==> src/rtl/fir_pkg.sv <==
// Shared FIR-path definitions: sample width and the sample streamer FSM encoding.
package fir_pkg;

    localparam int unsigned DATA_W = 16;

    typedef enum logic [2:0] {
        ST_IDLE = 3'd0,
        ST_RD   = 3'd1,
        ST_LAT  = 3'd2,
        ST_OUT  = 3'd3,
        ST_DONE = 3'd4
    } state_e;

endpackage : fir_pkg

==> src/rtl/bram_sample_streamer.sv <==
// Replays stored samples from a synchronous-read BRAM into the FIR input, one per tick.
module bram_sample_streamer
    import fir_pkg::*;
#(
    parameter int unsigned DATA_W = fir_pkg::DATA_W,
    parameter int unsigned ADDR_W = 10,
    parameter int unsigned DEPTH  = 1024,
    parameter int unsigned LOOP   = 1
) (
    input  logic              i_clk,
    input  logic              i_rstn,
    input  logic              i_tick,
    input  logic              i_enable,
    output logic              o_bram_en,
    output logic [ADDR_W-1:0] o_bram_addr,
    input  logic [DATA_W-1:0] i_bram_data,
    output logic [DATA_W-1:0] o_sample,
    output logic              o_valid,
    input  logic              i_ready,
    output logic              o_done,
    output logic              o_overrun
);

    localparam logic [ADDR_W-1:0] LAST_ADDR = ADDR_W'(DEPTH - 1);

    state_e              state_q,   state_d;
    logic [ADDR_W-1:0]   addr_q,    addr_d;
    logic                bram_en_q, bram_en_d;
    logic [DATA_W-1:0]   sample_q,  sample_d;
    logic                valid_q,   valid_d;
    logic                done_q,    done_d;
    logic                overrun_q, overrun_d;

    logic xfer_c;
    logic last_c;
    logic busy_c;

    assign xfer_c = valid_q & i_ready;
    assign last_c = (addr_q == LAST_ADDR);
    assign busy_c = (state_q == ST_RD) || (state_q == ST_LAT) || (state_q == ST_OUT);

    // State and output registers; synchronous reset aborts any in-flight fetch.
    always_ff @(posedge i_clk) begin
        if (!i_rstn) begin
            state_q   <= ST_IDLE;
            addr_q    <= '0;
            bram_en_q <= 1'b0;
            sample_q  <= '0;
            valid_q   <= 1'b0;
            done_q    <= 1'b0;
            overrun_q <= 1'b0;
        end else begin
            state_q   <= state_d;
            addr_q    <= addr_d;
            bram_en_q <= bram_en_d;
            sample_q  <= sample_d;
            valid_q   <= valid_d;
            done_q    <= done_d;
            overrun_q <= overrun_d;
        end
    end

    // Next-state and next-output logic for fetch, capture, handshake and end of pass.
    always_comb begin
        state_d   = state_q;
        addr_d    = addr_q;
        bram_en_d = 1'b0;
        sample_d  = sample_q;
        valid_d   = valid_q;
        done_d    = (LOOP == 0) ? done_q : 1'b0;
        overrun_d = overrun_q;

        case (state_q)
            ST_IDLE: begin
                if (i_tick && i_enable) begin
                    state_d   = ST_RD;
                    bram_en_d = 1'b1;
                end
            end
            ST_RD: begin
                state_d = ST_LAT;
            end
            ST_LAT: begin
                sample_d = i_bram_data;
                valid_d  = 1'b1;
                state_d  = ST_OUT;
            end
            ST_OUT: begin
                if (xfer_c) begin
                    valid_d = 1'b0;
                    addr_d  = last_c ? '0 : addr_q + 1'b1;
                    done_d  = last_c;
                    state_d = (last_c && (LOOP == 0)) ? ST_DONE : ST_IDLE;
                end
            end
            ST_DONE: begin
                done_d = 1'b1;
            end
            default: begin
                state_d = ST_IDLE;
            end
        endcase

        // A tick while a fetch or transfer is pending is lost; remember it.
        if (i_tick && busy_c) begin
            overrun_d = 1'b1;
        end
    end

    assign o_bram_en   = bram_en_q;
    assign o_bram_addr = addr_q;
    assign o_sample    = sample_q;
    assign o_valid     = valid_q;
    assign o_done      = done_q;
    assign o_overrun   = overrun_q;

endmodule : bram_sample_streamer

==> config.mk <==
export PLATFORM = sky130hd
export DESIGN_NAME = bram_sample_streamer
export DESIGN_NICKNAME = d
export VERILOG_FILES = /design/src/rtl/fir_pkg.sv /design/src/rtl/bram_sample_streamer.sv
export SDC_FILE = /design/constraint.sdc
export NUM_CORES = 1
export LEC_CHECK = 0
export CAP_MARGIN = 20
export CORE_ASPECT_RATIO = 0.7
export CORE_MARGIN = 10
export CORE_UTILIZATION = 45
export CTS_BUF_LIST = sky130_fd_sc_hd__clkbuf_4 sky130_fd_sc_hd__clkbuf_8 sky130_fd_sc_hd__clkbuf_16
export CTS_CLUSTER_SIZE = 14
export DETAILED_ROUTE_END_ITERATION = 6
export GPL_ROUTABILITY_DRIVEN = 0
export PLACE_DENSITY = 0.81
export SYNTH_ARGS = -nofsm -noshare
export SYNTH_HDL_FRONTEND = slang
export SYNTH_SLANG_ARGS = --single-unit
==> constraint.sdc <==
create_clock -name i_clk -period 2.3 [get_ports i_clk]
set_input_delay 0.46 -clock i_clk [delete_from_list [all_inputs] [get_ports i_clk]]
set_output_delay 0.46 -clock i_clk [all_outputs]
set_load 0.005 [all_outputs]
==> results of run 1 <==
-- worst min-delay path by stage --
stage,startpoint,endpoint,slack [ns],cells past startpoint
after floorplan,o_overrun,o_overrun,0.46,1
after global placement,o_overrun,o_overrun,0.45,1
after detailed placement,o_overrun,o_overrun,0.47,1
after CTS,o_overrun,o_overrun,0.48,1
after global routing,o_overrun,o_overrun,0.50,1
final,o_overrun,o_overrun,0.48,1
-- worst reg2reg max path: stages (launching register included) --
cell and delay [ns]:
dfxtp_1 0.38, ha_1 0.25, nand3_2 0.30, o41ai_4 0.55, nor2_1 0.11
-- where the power goes --
| group | switching, mW | total (mW) | leakage [nW] | internal [mW] |
|---|---|---|---|---|
| clock | 0.196 | 0.463 | 0.0503 | 0.266 |
| sequential | 0.0491 | 0.680 | 0.259 | 0.631 |
| combinational | 0.196 | 0.469 | 0.438 | 0.274 |
| total | 0.441 | 1.61 | 0.747 | 1.17 |
-- per-layer routing --
metal / routed length, um / track usage (%)
met3: 319 / 6.08
met5: 0 / 0
met1: 1520 / 14.6
met2: 1700 / 20.5
met4: 59 / 5.95
-- placed cells by master (no fill, tap or decap) --
cell,count
clkdlybuf4s50_1,50
dfxtp_1,32
nor2b_1,19
mux2i_1,17
nand2_1,9
clkbuf_8,7
nor2_1,6
xnor2_1,5
and2_1,5
ha_1,5
inv_1,3
a21oi_1,3
nor3_1,3
nand3_2,2
nand3_1,2
o21ai_0,2
nand4_1,2
and3_1,2
o21a_1,2
nor4_4,2
xor2_1,2
buf_4,2
or3_1,1
o41ai_4,1
a21boi_0,1
o31ai_1,1
nor4_2,1
nor2_2,1
and2b_1,1
nor3_2,1
-- kinds of logic (layout without fill, tap and decap cells) --
family | after synthesis | in the layout | share of synthesized area (%)
AO/OA/AOI/OAI | 10 | 10 | 5.80
XOR/XNOR | 7 | 7 | 4.31
adder cells (fa/ha/maj) | 5 | 5 | 4.40
buffers and inverters | 9 | 62 | 3.08
flip-flops | 32 | 32 | 45.0
multiplexers | 17 | 17 | 12.0
AND/OR/NAND/NOR | 57 | 57 | 25.4
-- cell type report --
class                      instances  area (um2)  area share, %
multi-input combinational         96         738           36.1
tap                               36        45.0           2.20
sequential                        32         641           31.3
timing repair buffer              52         515           25.2
inverter                           3        11.3          0.550
clock buffer                       7        96.3           4.71
-- flip-flops by register name, summed over array words and instances (netlist names) --
| signal | count |
|---|---|
| o_bram_addr | 10 |
| o_bram_en | 1 |
| o_done | 1 |
| o_overrun | 1 |
| o_sample | 16 |
| o_valid | 1 |
| state_q | 2 |
==> impl_metrics.json, run 1 <==
{
  "dp.final_hpwl_um": 2760,
  "yosysTopAreaCell": "dfxtp_1",
  "die_y_um": 67.0,
  "path_clk_slew_ns": 0.06,
  "grt_pass1_wl_um": 5910,
  "overflow": 0,
  "fin_crit_sh_pct": 77.5,
  "post-cts-setup-buffers": 0,
  "async_flop_share_pct": 0,
  "yosysMostFrequentCell": "dfxtp_1",
  "power_density_mw_per_mm2": 787,
  "drtAntennaViolNets": 0,
  "max_slew_margin_pct": 66.1,
  "fin_total_pwr_mw": 1.61,
  "die_w_um": 87.2,
  "arrival_ns": 1.94,
  "num_io_pins": 51,
  "routed_wl_um": 3590,
  "ys_seq_area_share_pct": 45.0,
  "cts-resized-gates": 0,
  "synth_top_area_share_pct": 45.0,
  "rr_startpoint": "state_q[1]",
  "clock_skew_ns": 0.00445,
  "clock_latency_ns": 0.28,
  "rrSetupSlack_ns": 0.59,
  "worst-setup-path-type": "input pin to flip-flop",
  "synth_cell_type_count": 30,
  "worstReg2RegEnd": "o_bram_addr[5]",
  "place_area_mm2": 0.00195,
  "required_ns": 2.45,
  "dp.cells": 219,
  "cts_sinks": 32,
  "reg2reg_depth": 4,
  "rows": 16,
  "cts_buffers": 5,
  "finalHoldViolations": 0,
  "cts_tree": "built",
  "core_mm2": 0.00290,
  "crit_fanout": 11,
  "drive_above_1_share_pct": 8.95,
  "vias_per_cell": 5.10,
  "cp_slowest_stage_delay_ns": 0.55,
  "root_buffer": "clkbuf_8",
  "ys.warnings.count": 0,
  "worst_slew_pin_slew_ns": 0.508,
  "fin_crit_ns": 1.78,
  "syn_area_mm2": 0.00142,
  "num_vias": 1153,
  "crit_buf_inv": 1,
  "fin_area_mm2": 0.00205,
  "antenna_found_initial": 0,
  "max_cap_violations": 0,
  "num-fill-cells": 207,
  "min_path_type": "flip-flop to flip-flop",
  "netlist_instances": 137,
  "grt_setup_unrepaired": "no",
  "p_leak_nw": 0.747,
  "start_util_pct": 49.0,
  "path_cells": "clkdlybuf4s50_1, nand3_2, o41ai_4, nor2_1",
  "clk_path_buf_depth": 2,
  "stdcell_count": 226,
  "setup_violations": 0,
  "area_delta_synth_final_pct": 43.9,
  "drc": 0,
  "syn_area_per_cell_um2": 10.4,
  "path_depth": 4,
  "synth_nets": 163,
  "crit_family": "compound AO/OA/AOI/OAI gates",
  "crit_slowest_cell": "o41ai_4",
  "hold_buffers": 0,
  "die_area_mm2": 0.00585,
  "first_pass_iters": 4,
  "n_antenna_cell": 0,
  "synth-edff-count": 0,
  "nets": 216,
  "hold_slack_ns": 0.475,
  "worst_slack_ns": 0.517,
  "peakVddDrop_mv": 0.516,
  "worstSetupEndpointType": "flip-flop",
  "finalMaxSlewViolations": 0,
  "dpl_worst_slack_ns": 0.218,
  "fin_util_pct": 70.5,
  "wl_per_cell_um": 15.9,
  "portBuffers": 50,
  "tns_ns": 0,
  "startpoint_type": "input pin",
  "status": "complete, no violations",
  "yosys-top-cells-area": "dfxtp_1 45%, mux2i_1 12%, nor2b_1 8.4%",
  "startpoint": "i_ready",
  "yosys-top-cells-count": "32 x dfxtp_1, 19 x nor2b_1, 17 x mux2i_1",
  "drt_iter0_drc": 84,
  "grt_max_degree": 25,
  "cts.htree.levels": 2,
  "grtUsageTotal_pct": 13.0,
  "ys_seq_elements": 32,
  "max_freq_ghz": 0.561,
  "grt_pass1_vias": 1209,
  "synth_top_flop_cell": "dfxtp_1",
  "worstSetupEndpoint": "o_bram_addr[5]"
}
(Power assumes the default switching activity.)
==> run 2, diff against run 1 <==
- CORE_UTILIZATION: 45 -> 44
- PLACE_DENSITY: 0.81 -> 0.8
- clock period: 2.3 -> 1.7 ns (I/O delays scaled with it)
==> impl_metrics.json, run 2 (same netlist as run 1, synthesis figures left out) <==
{
  "status": "complete, no violations",
  "fin_crit_ns": 1.60,
  "core_mm2": 0.00313,
  "max_cap_violations": 0,
  "num_io_pins": 51,
  "rrSetupSlack_ns": 0.1,
  "vias_per_cell": 4.77,
  "cts_tree": "built",
  "setup_violations": 0,
  "worstSetupEndpointType": "flip-flop",
  "crit_family": "compound AO/OA/AOI/OAI gates",
  "grtUsageTotal_pct": 11.6,
  "nets": 222,
  "path_clk_slew_ns": 0.06,
  "path_depth": 4,
  "required_ns": 1.84,
  "grt_pass1_wl_um": 5440,
  "drtAntennaViolNets": 0,
  "worstReg2RegEnd": "o_bram_addr[7]",
  "antenna_found_initial": 0,
  "finalMaxSlewViolations": 0,
  "clock_latency_ns": 0.27,
  "cts.htree.levels": 2,
  "grt_setup_unrepaired": "no",
  "min_path_type": "flip-flop to flip-flop",
  "power_density_mw_per_mm2": 1030,
  "fin_total_pwr_mw": 2.17,
  "startpoint_type": "flip-flop",
  "area_delta_synth_final_pct": 47.7,
  "die_w_um": 88.0,
  "portBuffers": 50,
  "first_pass_iters": 4,
  "worst-setup-path-type": "flip-flop to flip-flop",
  "finalHoldViolations": 0,
  "largest_reg_flops": 16,
  "cts_buffers": 5,
  "n_antenna_cell": 0,
  "arrival_ns": 1.75,
  "drc": 0,
  "grt_max_degree": 17,
  "overflow": 0,
  "crit_buf_inv": 0,
  "dpl_worst_slack_ns": -0.0841,
  "start_util_pct": 45.5,
  "clock_skew_ns": 0.00384,
  "routed_wl_um": 3400,
  "startpoint": "o_bram_addr[0]",
  "dp.final_hpwl_um": 2770,
  "max_freq_ghz": 0.623,
  "wl_per_cell_um": 14.5,
  "path_cells": "ha_1, nand2_1, o41ai_4, nor2_1",
  "drive_above_1_share_pct": 12.7,
  "cts_sinks": 32,
  "crit_slowest_cell": "o41ai_4",
  "num_vias": 1122,
  "die_area_mm2": 0.00594,
  "peakVddDrop_mv": 0.545,
  "worstSetupEndpoint": "o_bram_addr[7]",
  "max_slew_margin_pct": 72.3,
  "root_buffer": "clkbuf_8",
  "layout_common_cells": "50 x clkdlybuf4s50_1, 32 x dfxtp_1, 19 x nor2b_1, 17 x mux2i_1, 9 x nand2_1",
  "worst_slack_ns": 0.0951,
  "rr_startpoint": "o_bram_addr[0]",
  "p_leak_nw": 0.777,
  "fin_util_pct": 67.2,
  "cp_slowest_stage_delay_ns": 0.53,
  "reg2reg_depth": 4,
  "rows": 17,
  "clk_path_buf_depth": 2,
  "die_y_um": 67.6,
  "worst_slew_pin_slew_ns": 0.414,
  "grt_pass1_vias": 1191,
  "mostFrequentLayoutCell": "clkdlybuf4s50_1",
  "fin_crit_sh_pct": 94.4,
  "crit_fanout": 5,
  "drt_iter0_drc": 58
}
[run 2: cell count changes in the layout (fill, tap and decap cells not counted), sizes merged]
cell,delta
buf,+6
clkbuf,+1
[run 2: stage by stage]
stage,hold WS (ns),cell area (um2),std cells,TNS (ns)
3_3_place_gp,0.448,2000,227,-0.134
4_1_cts,0.484,2100,235,0
3_5_place_dp,0.469,2000,227,-0.331
2_1_floorplan,0.464,1420,137,0
5_1_grt,0.512,2100,235,0
6_report,0.482,2100,235,0
[run 2: final cells by class]
cell class,count,area [um2]
clock buffers,8,97.6
fillers,246,1030
well taps,38,47.5
repair buffers,58,561
flip-flops and latches,32,641
multi-input cells,96,743
inverters,3,11.3
[run 2: routing by layer]
layer | track usage, % | routed length (um)
met4 | 5.16 | 29
met5 | 0 | 0
met3 | 5.05 | 271
met2 | 18.6 | 1630
met1 | 13.3 | 1480
[run 2: worst min-delay path by stage]
stage               from         to  slack [ns]  cells past startpoint
3_5_place_dp   o_overrun  o_overrun        0.47                      1
5_1_grt        o_overrun  o_overrun        0.51                      1
3_3_place_gp   o_overrun  o_overrun        0.45                      1
6_report       o_overrun  o_overrun        0.48                      1
2_1_floorplan  o_overrun  o_overrun        0.46                      1
4_1_cts        o_overrun  o_overrun        0.48                      1
[run 2: power breakdown]
part / switching, mW / internal [mW]
registers: 0.0640 / 0.854
clock network: 0.251 / 0.362
logic: 0.259 / 0.381
total: 0.574 / 1.60
[run 2: repair_timing]
action / CTS / global route
setup buffers: 0 / 0
setup endpoints to repair: 0 / 3
gates resized for setup: 0 / 1
hold buffers: 0 / 0
==> run 3, diff against run 2 <==
- CTS_CLUSTER_SIZE: 14 -> 24
- TNS_END_PERCENT: default -> 10
==> results of run 3 <==
The final DEF is identical to that of run 2; final timing and power are the same.
